### src/rtl/cpu_io_pkg.sv
// Shared types and constants for the CPU I/O ecall units.
//   ein_state_t      : state of the read-integer ecall input responder
//   ECALL_READ_INT   : a7 code for a signed integer read
//   ECALL_READ_UINT  : a7 code for an unsigned integer read
// The decode helpers show how the upstream decoder turns a7 into the
// req / req_signed pair that the input unit consumes.
package cpu_io_pkg;

  typedef enum logic [2:0] {
    IDLE,
    REL,
    PRESS,
    DONE,
    DROP
  } ein_state_t;

  localparam int ECALL_READ_INT  = 5;
  localparam int ECALL_READ_UINT = 6;

  // True for either integer-read ecall code.
  function automatic logic is_read_int_code(input logic [31:0] a7);
    return (a7 == 32'(ECALL_READ_INT)) || (a7 == 32'(ECALL_READ_UINT));
  endfunction

  // True when the read result must be sign-extended.
  function automatic logic read_is_signed(input logic [31:0] a7);
    return a7 == 32'(ECALL_READ_INT);
  endfunction

endpackage

### src/rtl/ecall_input_unit_debounce.sv
// btn_debounce: synchronizer, stability counter and rising-edge detector
// for one raw asynchronous push-button.
//   clk        : core clock
//   rst        : asynchronous active-low reset
//   raw        : raw button level, asynchronous
//   level      : debounced level, flips only after the synchronized input
//                has differed from it for DEBOUNCE_CYCLES consecutive cycles
//   rise_pulse : one-cycle pulse coinciding with the first cycle level=1
module btn_debounce #(
  parameter int DEBOUNCE_CYCLES = 20000
) (
  input  logic clk,
  input  logic rst,
  input  logic raw,
  output logic level,
  output logic rise_pulse
);

  localparam int             CW       = $clog2(DEBOUNCE_CYCLES);
  localparam logic [CW-1:0]  CNT_LAST = CW'(DEBOUNCE_CYCLES - 1);

  logic [1:0]    sync_q;
  logic          level_q;
  logic          rise_q;
  logic [CW-1:0] cnt_q;
  logic          sync_btn;
  logic          flip;

  assign sync_btn = sync_q[1];
  // Last cycle of a full run of disagreement: the level takes the new value.
  assign flip     = (sync_btn != level_q) && (cnt_q == CNT_LAST);

  // NOTE: clocked state uses non-blocking assignments so every flop samples
  // the values from before the edge, independent of statement order.
  always_ff @(posedge clk or negedge rst) begin
    if (!rst) begin
      sync_q  <= '0;
      level_q <= 1'b0;
      rise_q  <= 1'b0;
      cnt_q   <= '0;
    end else begin
      sync_q <= {sync_q[0], raw};
      rise_q <= flip && sync_btn;
      if (sync_btn == level_q) begin
        cnt_q <= '0;
      end else if (flip) begin
        cnt_q   <= '0;
        level_q <= sync_btn;
      end else begin
        cnt_q <= cnt_q + CW'(1);
      end
    end
  end

  assign level      = level_q;
  assign rise_pulse = rise_q;

endmodule

### src/rtl/ecall_input_unit.sv
// ecall_input_unit: responder for the read-integer ecall. On req it waits
// for a fresh debounced press of the confirm button, samples the switches
// and returns them (sign- or zero-extended) as a register-file write value.
//   clk, rst        : core clock, asynchronous active-low reset
//   req, req_signed : ecall request level from EX and its extension mode
//   button          : raw confirm button (active-high, asynchronous)
//   switches        : raw switch bank (asynchronous)
//   busy            : high in every state except IDLE
//   done, wr_en     : one-cycle completion / register write pulse
//   result          : returned value, held until the next completion
//   timeout         : high with done when the wait expired without a press
// Build option: define IO_TIMEOUT_EN to bound the wait by TIMEOUT_CYCLES;
// without it the wait is unbounded and timeout is tied low.
module ecall_input_unit
  import cpu_io_pkg::*;
#(
  parameter int DEBOUNCE_CYCLES = 20000,
  parameter int SW_W            = 8,
  parameter int TIMEOUT_CYCLES  = 2**24
) (
  input  logic            clk,
  input  logic            rst,
  input  logic            req,
  input  logic            req_signed,
  input  logic            button,
  input  logic [SW_W-1:0] switches,
  output logic            busy,
  output logic            done,
  output logic            wr_en,
  output logic [31:0]     result,
  output logic            timeout
);

  if (DEBOUNCE_CYCLES < 2 || SW_W < 1 || SW_W > 32 || TIMEOUT_CYCLES < 2) begin : g_bad_params
    $error("ecall_input_unit: parameter out of range");
  end

  ein_state_t      state_q, state_d;
  logic            signed_q, signed_d;
  logic [31:0]     result_q, result_d;
  logic [SW_W-1:0] sw_meta_q, sw_sync_q;
  logic            btn_db;
  logic            press_evt;
  logic            expired;

  btn_debounce #(
    .DEBOUNCE_CYCLES(DEBOUNCE_CYCLES)
  ) u_btn_debounce (
    .clk       (clk),
    .rst       (rst),
    .raw       (button),
    .level     (btn_db),
    .rise_pulse(press_evt)
  );

  function automatic logic [31:0] extend(input logic [SW_W-1:0] sw, input logic sgn);
    return sgn ? 32'($signed(sw)) : 32'(sw);
  endfunction

`ifdef IO_TIMEOUT_EN
  localparam int            TW        = $clog2(TIMEOUT_CYCLES);
  localparam logic [TW-1:0] WAIT_LAST = TW'(TIMEOUT_CYCLES - 1);

  logic [TW-1:0] wait_q, wait_d;
  logic          to_q, to_d;

  assign expired = (wait_q == WAIT_LAST);
`else
  assign expired = 1'b0;
`endif

  // NOTE: every next-state signal gets a default before the case so each
  // path assigns it and no latch is inferred.
  always_comb begin
    state_d  = state_q;
    signed_d = signed_q;
    result_d = result_q;
`ifdef IO_TIMEOUT_EN
    to_d     = to_q;
    // Zero while idle, so it starts from 0 whichever wait state is entered.
    wait_d   = (state_q == REL || state_q == PRESS) ? wait_q + TW'(1) : '0;
`endif
    case (state_q)
      IDLE: begin
        if (req) begin
          signed_d = req_signed;
`ifdef IO_TIMEOUT_EN
          to_d     = 1'b0;
`endif
          // A press already held when the request arrives must be released first.
          state_d  = btn_db ? REL : PRESS;
        end
      end
      REL: begin
        if (!req) begin
          state_d = IDLE;
        end else if (expired) begin
          result_d = '0;
`ifdef IO_TIMEOUT_EN
          to_d     = 1'b1;
`endif
          state_d  = DONE;
        end else if (!btn_db) begin
          state_d = PRESS;
        end
      end
      PRESS: begin
        if (!req) begin
          state_d = IDLE;
        end else if (press_evt) begin
          result_d = extend(sw_sync_q, signed_q);
          state_d  = DONE;
        end else if (expired) begin
          result_d = '0;
`ifdef IO_TIMEOUT_EN
          to_d     = 1'b1;
`endif
          state_d  = DONE;
        end
      end
      DONE:    state_d = DROP;
      DROP:    if (!req) state_d = IDLE;
      default: state_d = IDLE;
    endcase
  end

  always_ff @(posedge clk or negedge rst) begin
    if (!rst) begin
      state_q   <= IDLE;
      signed_q  <= 1'b0;
      result_q  <= '0;
      sw_meta_q <= '0;
      sw_sync_q <= '0;
    end else begin
      state_q   <= state_d;
      signed_q  <= signed_d;
      result_q  <= result_d;
      sw_meta_q <= switches;
      sw_sync_q <= sw_meta_q;
    end
  end

`ifdef IO_TIMEOUT_EN
  always_ff @(posedge clk or negedge rst) begin
    if (!rst) begin
      wait_q <= '0;
      to_q   <= 1'b0;
    end else begin
      wait_q <= wait_d;
      to_q   <= to_d;
    end
  end

  assign timeout = (state_q == DONE) && to_q;
`else
  assign timeout = 1'b0;
`endif

  assign busy   = (state_q != IDLE);
  assign done   = (state_q == DONE);
  assign wr_en  = (state_q == DONE);
  assign result = result_q;

endmodule

### config.mk
export PLATFORM = sky130hd
export DESIGN_NAME = ecall_input_unit
export DESIGN_NICKNAME = d
export VERILOG_FILES = /design/src/rtl/cpu_io_pkg.sv /design/src/rtl/ecall_input_unit_debounce.sv /design/src/rtl/ecall_input_unit.sv
export SDC_FILE = /design/constraint.sdc
export NUM_CORES = 1
export LEC_CHECK = 0
export CAP_MARGIN = 40
export CORE_ASPECT_RATIO = 0.7
export CORE_MARGIN = 2
export CORE_UTILIZATION = 49
export DETAILED_ROUTE_END_ITERATION = 16
export GPL_TIMING_DRIVEN = 0
export PLACE_DENSITY = 0.79
export SYNTH_ARGS = -nofsm -noshare
export SYNTH_HDL_FRONTEND = slang
export SYNTH_HIERARCHICAL = 1
export SYNTH_SLANG_ARGS = --single-unit
### constraint.sdc
create_clock -name clk -period 2.1 [get_ports clk]
set_clock_uncertainty 0.05 [all_clocks]
set_input_delay 0.21 -clock clk [delete_from_list [all_inputs] [get_ports clk]]
set_output_delay 0.21 -clock clk [all_outputs]
set_load 0.01 [all_outputs]
* Word level (Yosys, flattened, before mapping)
Cells that the tools add are included.
** Word-level totals
- Flip-flop bits (word level) :: 71
** Cells by class
- Reductions and logical operators :: 8
- Mux-type cells :: 11
- Equal/unequal tests :: 11
- Bitwise operators :: 1
- $add $sub $neg :: 1
** Operator list (number)
- 32-bit two-way mux :: 1
- 15-bit two-way mux :: 2
- 3-bit two-way mux :: 6
- 15-bit by 1-bit adder with 15-bit output (second input constant) :: 1
- 15-bit == test (second input constant) :: 1
- 3-bit one-hot mux with 5 select lines :: 1
- 3-bit by 2-bit == test with 1-bit output (second input constant) :: 2
- 2-bit inequality test (second input constant) :: 2
- 2-bit AND reduction :: 2
- 4-bit AND reduction :: 1
- 3-bit by 1-bit == test with 1-bit output (second input constant) :: 1
- 3-bit == test (second input constant) :: 1
- 3-bit zero test :: 1
- 3-bit by 2-bit inequality test with 1-bit output (second input constant) :: 1
- 3-bit inequality test (second input constant) :: 1
- 3-bit AND reduction :: 1
- 3-bit nonzero test :: 1
- 1-bit logical AND :: 2
- 2-bit two-way mux :: 1
- 1-bit == test :: 1
- 1-bit inequality test :: 1
- 1-bit NOT :: 1

* Longest topological paths before layout
Gate-level depths: netlist of run 1.
- Depth after elaboration :: 4
- Mapped depth :: 6
- Depth with buffers taken out :: 5

* Modules after synthesis
Netlist of run 1, hierarchy kept.
** By module, submodules not included
- ecall_input_unit :: cells an instance 79, area an instance 1139.8 µm², instances 1
- btn_debounce :: cells an instance 82, area an instance 877.1 µm², instances 1

* Least setup slack after synthesis of run 1
OpenSTA, ideal clock, no wires.
- Kind :: register to register
- Start :: register u_btn_debounce.cnt_q[0]
- End :: register u_btn_debounce.level_q (netlist: u_btn_debounce/level)
- Slack :: 0.554 ns
- Cell stages (with the launch flop) :: 5
- Library setup time :: 0.125 ns
- Path buffers :: 0
- Arrival time :: 1.371 ns
- Path through :: dfrtp_1 -> ha_1 -> and4_2 -> nand4_1 -> mux2_2
** On the way
- Cells in the longest elaborated chain, start to end :: 3
** Ends and longest elaborated chain
- start: declaration :: RTL line ecall_input_unit_debounce.sv:25 : logic [CW-1:0] cnt_q;
- start signal: assignment :: RTL line ecall_input_unit_debounce.sv:50 : cnt_q <= cnt_q + CW'(1);
- 15-bit == test :: RTL line ecall_input_unit_debounce.sv:31 : assign flip = (sync_btn != level_q) && (cnt_q == CNT_LAST);
- 1-bit logical AND :: RTL line ecall_input_unit_debounce.sv:31
- 2-bit AND reduction (no line)
- end signal: assignment :: RTL line ecall_input_unit_debounce.sv:48 : level_q <= sync_btn;
- end: declaration :: RTL line ecall_input_unit_debounce.sv:23 : logic level_q;
Every way passes these cells.
A chain may end at the register's enable or synchronous reset.

* Final worst setup path of run 1
- Start :: register state_q[1]
- End :: output port wr_en
** On the way
- Cells in the longest elaborated chain, start to end :: 1
** Ends and longest elaborated chain
- start: declaration :: RTL line ecall_input_unit.sv:38 : ein_state_t state_q, state_d;
- start signal: assignment :: RTL line ecall_input_unit.sv:135 : state_q <= state_d;
- 3-bit by 2-bit == test with 1-bit output :: RTL line ecall_input_unit.sv:161 : assign wr_en = (state_q == DONE);
- end: declaration :: RTL line ecall_input_unit.sv:29 : output logic wr_en,
Every way passes these cells.

==> results of run 1 <==
==> what timing repair did <==
item                                   in CTS  in global routing
endpoints found under the hold margin      20                  0
setup endpoints to repair                  23                  1
hold buffers                                1                  0
resized for setup                           1                  1
gates cloned                                0                  0
==> metrics by stage <==
step / power [W] / hold WS (ps)
CTS: 0.001843 / 273.3
global placement: 0.001152 / 282.6
finish: 0.001823 / 288.3
floorplan: 0.001056 / -135.6
global route: 0.001905 / 266.0
detailed placement: 0.001164 / 147.5
==> sequential cells by signal, indices dropped and copies added, names as in the netlist <==
signal,flops
u_btn_debounce/cnt_q,15
result,9
sw_meta_q,8
sw_sync_q,8
state_q,3
u_btn_debounce/sync_q,2
signed_q,1
u_btn_debounce/level,1
u_btn_debounce/rise_pulse,1
==> path summary, 6_finish.rpt <==
check	start	to	slack, ps	cells after the start
worst min register to register	sw_meta_q[7]$_DFF_PN0_	sw_sync_q[7]$_DFF_PN0_	300	0
worst max register to register	u_btn_debounce/cnt_q[0]$_DFF_PN0_	u_btn_debounce/cnt_q[4]$_DFF_PN0_	320	6
worst max-delay path	state_q[1]$_DFFE_PN0P_	wr_en	140	4
min in group asynchronous	rst	state_q[2]$_DFFE_PN0P_	350	2
worst min-delay path	switches[1]	sw_meta_q[1]$_DFF_PN0_	290	1
max in group asynchronous	rst	u_btn_debounce/cnt_q[5]$_DFF_PN0_	1140	3
==> power by group <==
part	total, W	internal, W	switching (W)
Sequential	0.000972	0.000950	0.0000211
Clock	0.000678	0.000359	0.000320
Combinational	0.000173	0.000105	0.0000681
Total	0.00182	0.00141	0.000409
==> cells by family (layout without fill, tap and decap cells) <==
logic type	after synthesis	in the layout
xor+xnor	12	12
flops	48	48
fa+ha+maj	1	1
simple gates	54	54
compound gates	8	8
buf+inv	27	84
other cells	1	1
mux	10	10
==> synth_stat cells <==
master	n	area, µm²
a21oi_1	2	10.01
a21oi_2	1	8.760
a31o_2	1	8.760
and3_1	2	12.51
and3b_1	1	8.760
and4_1	2	17.52
and4_2	1	10.01
and4b_1	1	10.01
buf_4	25	187.7
buf_6	1	11.26
conb_1	1	3.750
dfrtp_1	48	1201
ha_1	1	12.51
inv_1	1	3.750
mux2_1	2	22.52
mux2_2	8	90.09
nand2_1	8	30.03
nand2b_1	1	6.260
nand2b_4	1	13.76
nand3_1	6	30.03
nand3_2	1	10.01
nand3b_4	1	20.02
nand4_1	3	18.77
nor2_1	15	56.30
nor2_8	1	20.02
nor3_1	3	15.01
nor3b_1	1	7.510
nor4_1	2	12.51
nor4b_1	1	8.760
o21ai_0	3	15.01
o31ai_1	1	7.510
or2_4	1	8.760
or3_1	2	12.51
xnor2_1	5	43.79
xor2_1	7	61.31
==> worst reg2reg max path: cells and delay by family (launching register included) <==
kind | cells | cell delay, ps
adder cells (fa/ha/maj) | 1 | 240
buffers and inverters | 1 | 170
flip-flops | 1 | 400
AND/OR/NAND/NOR | 4 | 810
==> routing by layer <==
layer / share of wire (%) / vias up / routed length (µm) / GRT usage (%)
met2: 49 / 26 / 1910 / 29.40
met3: 3.9 / 8 / 154 / 4.673
li1: - / 634 / - / -
met4: 1.8 / 0 / 69 / 7.990
met5: 0 / - / 0 / 0
met1: 46 / 655 / 1794 / 25.87
==> placed cells by master (no fill, tap or decap), types with 2 or more instances in the layout <==
master,count
mux2_2,8
o21ai_0,3
nand4_1,3
nand3_1,6
nand2_1,8
or3_1,2
nor2_1,15
clkbuf_8,5
dfrtp_2,2
buf_4,25
nor4_1,2
mux2_1,2
xor2_1,7
nor3_1,3
xnor2_1,5
and3_1,2
a21oi_1,2
and4_1,2
clkinv_4,2
dfrtp_1,46
clkdlybuf4s50_1,46
==> layout make-up <==
| type | instances | area, µm² |
|---|---|---|
| multi-input combinational | 86 | 613.1 |
| buffer | 26 | 198.9 |
| timing repair buffer | 49 | 495.5 |
| sequential | 48 | 1204 |
| inverter | 1 | 3.754 |
| tap | 52 | 65.06 |
| clock inverter | 3 | 47.55 |
| fill | 292 | 1250 |
| clock buffer | 5 | 68.82 |
==> flow_summary.toml, run 1 <==
[logic_synthesis]
synth_nets = 175
synthXorXnorAreaFrac_pct = 5.211
synthSimpleGateAreaFrac_pct = 16.32
synthMuxAreaShare_pct = 5.583
synthAdderAreaFrac_pct = 0.6203
ys_seq_area_share_pct = 59.55
syn_area_um2 = 2017
synth_compound_area_share_pct = 2.481
synth-seq-cells = 48
avgSynthCellArea_um2 = 12.53
synth_top_family_by_area = "simple AND/OR/NAND/NOR gates"
ys_types = 35
syn_inst = 161
yosysWarnings = 6

[critical_path]
cp_max_fo = 6
slowest_stage = "clkdlybuf4s50_1"
cp_top_family = "buffers and inverters"
cp.required_ps = 1840
slowest_delay_ps = 520
critPathBufInv = 2
path_cells = "nand2_1 -> nor2_1 -> buf_4 -> clkdlybuf4s50_1"
arrival_ps = 1700
critical_path_class = "reg2out"
start_kind = "flip-flop"
end_kind = "output pin"

[timing]
min_period_ps = 1960
rsz0062_at_grt = "no"
fin_crit_sh_pct = 93.35
maxSlewViolCount = 0
setup_slack_ps = 139.7
finalSetupTns_ps = 0
max_clock_freq_ghz = 0.5101
setup_violations = 0
finalHoldViolCount = 0

[placement]
io_buffer_count = 47
gp_congestion = 0.7836
dp.cells = 261
place_ws_ps = 278.5
postPlaceCellArea_um2 = 2567
dp.final_hpwl_um = 2866

[floorplan]
rows = 19
die-area_um2 = 4653
start_util_pct = 51.11
die_x_um = 80.68
die_height_um = 57.68
io-pin-count = 49
core_um2 = 3946

[global_routing]
grt_pass1_vias = 1323
track_usage_pct = 18.94
grt_overflow = 0
grt_first_pass_wirelength_um = 6451
antenna_found_initial = 0
grt_max_degree = 29

[layout]
fin_nets = 231
final_cells = 270
synthToLayoutAreaGrowth_pct = 33.69
finish.instance_area_um2 = 2696
final_util_pct = 68.33
drive_above_1_share_pct = 24.77
diodes = 0

[routing]
vias_per_cell = 4.900
wl_um = 3929
ant_nets = 0
wl_per_cell_um = 14.55
drc = 0
drt_iter0_drc = 84
drt-pass1-iter-count = 4
dr_total_vias = 1323

[outcome]
status = "complete, no violations"

[pwr]
power.leakage_nw = 1.232
p_per_area_nw_per_um2 = 676.0
vdd_ir_drop_max_uv = 455.9

[hold_path]
hold_path.class = "in2reg"

[clock_tree]
path_clk_slew_ps = 90
htree_levels = 2
cts_buffer_depth = 2
cts-root-buf = "clkbuf_8"
clk_latency_ps = 310
cts_buffers = 5
cts_tree = "built"
clock-sinks = 48
cts_setup_buffers = 0

[run]
drv_cap = 0
Note: power is estimated with default switching activity, not from simulation.
==> run 2: changes to the inputs <==
--- a/config.mk
+++ b/config.mk
@@ -8,10 +8,10 @@
 export CAP_MARGIN = 40
 export CORE_ASPECT_RATIO = 0.7
 export CORE_MARGIN = 2
-export CORE_UTILIZATION = 49
+export CORE_UTILIZATION = 40
 export DETAILED_ROUTE_END_ITERATION = 16
 export GPL_TIMING_DRIVEN = 0
-export PLACE_DENSITY = 0.79
+export PLACE_DENSITY = 0.67
 export SYNTH_ARGS = -nofsm -noshare
 export SYNTH_HDL_FRONTEND = slang
 export SYNTH_HIERARCHICAL = 1
==> flow_summary.toml, run 2 (synthesis results as in run 1) <==
[outcome]
status = "complete, no violations"

[layout]
multi_input_area_um2 = 613.1
largest_reg_flops = 15
diodes = 0
drive_above_1_share_pct = 23.39
regMostFlops = "u_btn_debounce/cnt_q"
synthToLayoutAreaGrowth_pct = 33.37
layout_commonest_cell = "dfrtp_1"
fin_nets = 231
regArea_um2 = 1202
finish.instance_area_um2 = 2690
final_cell_mix = "47 x dfrtp_1, 46 x clkdlybuf4s50_1, 25 x buf_4"
fillers = 425

[placement]
gp_congestion = 0.8199
io_buffer_count = 47
postPlaceCellArea_um2 = 2589
dp.final_hpwl_um = 2369

[global_routing]
antenna_found_initial = 0
grt_overflow = 0
grt_max_degree = 37
track_usage_pct = 13.02
grt_first_pass_wirelength_um = 5616
grt_pass1_vias = 1155

[critical_path]
timing.rr.end = "u_btn_debounce/cnt_q[10]$_DFF_PN0_"
r2r_slack_ps = 310
r2r-start = "u_btn_debounce/cnt_q[0]$_DFF_PN0_"
slowest_stage = "clkdlybuf4s50_1"
cp.required_ps = 1840
slowest_delay_ps = 520
critical_path_class = "reg2out"
arrival_ps = 1710
start_kind = "flip-flop"
path_cells = "nand2_1 -> nor2_1 -> buf_4 -> clkdlybuf4s50_1"
end_kind = "output pin"
rr_worst_depth = 6
cp_max_fo = 6

[floorplan]
die-area_um2 = 5635
rows = 21
die_height_um = 63.41
die_x_um = 88.87
start_util_pct = 41.95
core_um2 = 4808
io-pin-count = 49

[routing]
vias_per_cell = 4.439
drt-pass1-iter-count = 4
drc = 0
wl_um = 3219
drt_iter0_drc = 74
wl_per_cell_um = 11.22
dr_total_vias = 1274
ant_nets = 0

[clock_tree]
path_clk_slew_ps = 80
cts_setup_buffers = 0
clock-sinks = 48
cts-root-buf = "clkbuf_8"
cts_buffers = 5
htree_levels = 2
cts_tree = "built"
clk_latency_ps = 290
cts_buffer_depth = 2

[pwr]
p_per_area_nw_per_um2 = 624.9
vdd_ir_drop_max_uv = 564.0
power.leakage_nw = 1.220

[timing]
max_clock_freq_ghz = 0.5088
finalSetupTns_ps = 0
fin_crit_sh_pct = 93.60
rsz0062_at_grt = "no"
min_period_ps = 1966
finalHoldViolCount = 0
setup_violations = 0
maxSlewViolCount = 0

[hold_path]
hold_path.class = "in2async"

[run]
drv_cap = 0
## run 2: worst max-delay path by stage
stage                                 startpoint  cells past startpoint  slack (ps)                            endpoint
4_1_cts                   result[30]$_DFFE_PN0P_                      2           7                          result[24]
3_3_place_gp                                 rst                      1        -560  u_btn_debounce/cnt_q[12]$_DFF_PN0_
2_1_floorplan  u_btn_debounce/cnt_q[0]$_DFF_PN0_                      4         550    u_btn_debounce/level$_DFFE_PN0P_
6_report                  state_q[1]$_DFFE_PN0P_                      4         130                               wr_en
5_1_grt                   state_q[1]$_DFFE_PN0P_                      4          50                               wr_en
3_5_place_dp   u_btn_debounce/cnt_q[0]$_DFF_PN0_                      6         320  u_btn_debounce/cnt_q[10]$_DFF_PN0_
## run 2: layout make-up
class | instances | share of cell area [%]
flip-flops and latches | 48 | 44.70
multi-input cells | 86 | 22.79
repair buffers | 49 | 18.42
plain buffers | 26 | 7.395
clock buffers | 8 | 3.349
well taps | 69 | 3.209
inverters | 1 | 0.1395
## run 2: critical path: cells and delay by family (launching register included)
kind / cells / cell delay, ps
buffers and inverters: 2 / 660
DFF: 1 / 460
and+or+nand+nor: 2 / 290
## run 2: repair_timing
item,in CTS,in global routing
resized for setup,0,1
hold endpoints to repair,12,0
hold buffers,1,0
endpoints found under the setup margin,0,24
## run 2: per-layer routing
layer | global-route usage, % | vias up | part of all wire, %
met2 | 18.19 | 43 | 41
met5 | 0 | - | 0
met1 | 19.36 | 593 | 50
met3 | 3.670 | 7 | 7.2
met4 | 4.545 | 0 | 1.6
li1 | - | 631 | -
## run 2: metrics by stage
stage               setup WS [ps]  hold WS (ps)  utilization [%]  power [W]  cells
finish                      134.5         282.6            55.95   0.001681    287
global route                53.38         287.8            55.95   0.001757    287
CTS                         7.123         277.6            55.92   0.001708    287
detailed placement          323.1         64.20            53.84   0.001158    278
global placement           -563.7         282.0            53.53   0.001153    277
floorplan                   553.9        -135.6                -   0.001056    161
## run 2: power by group
part	total (W)	internal (W)	switching [W]
Combinational	0.000167	0.000104	0.0000628
Sequential	0.000970	0.000950	0.0000193
Clock	0.000544	0.000269	0.000276
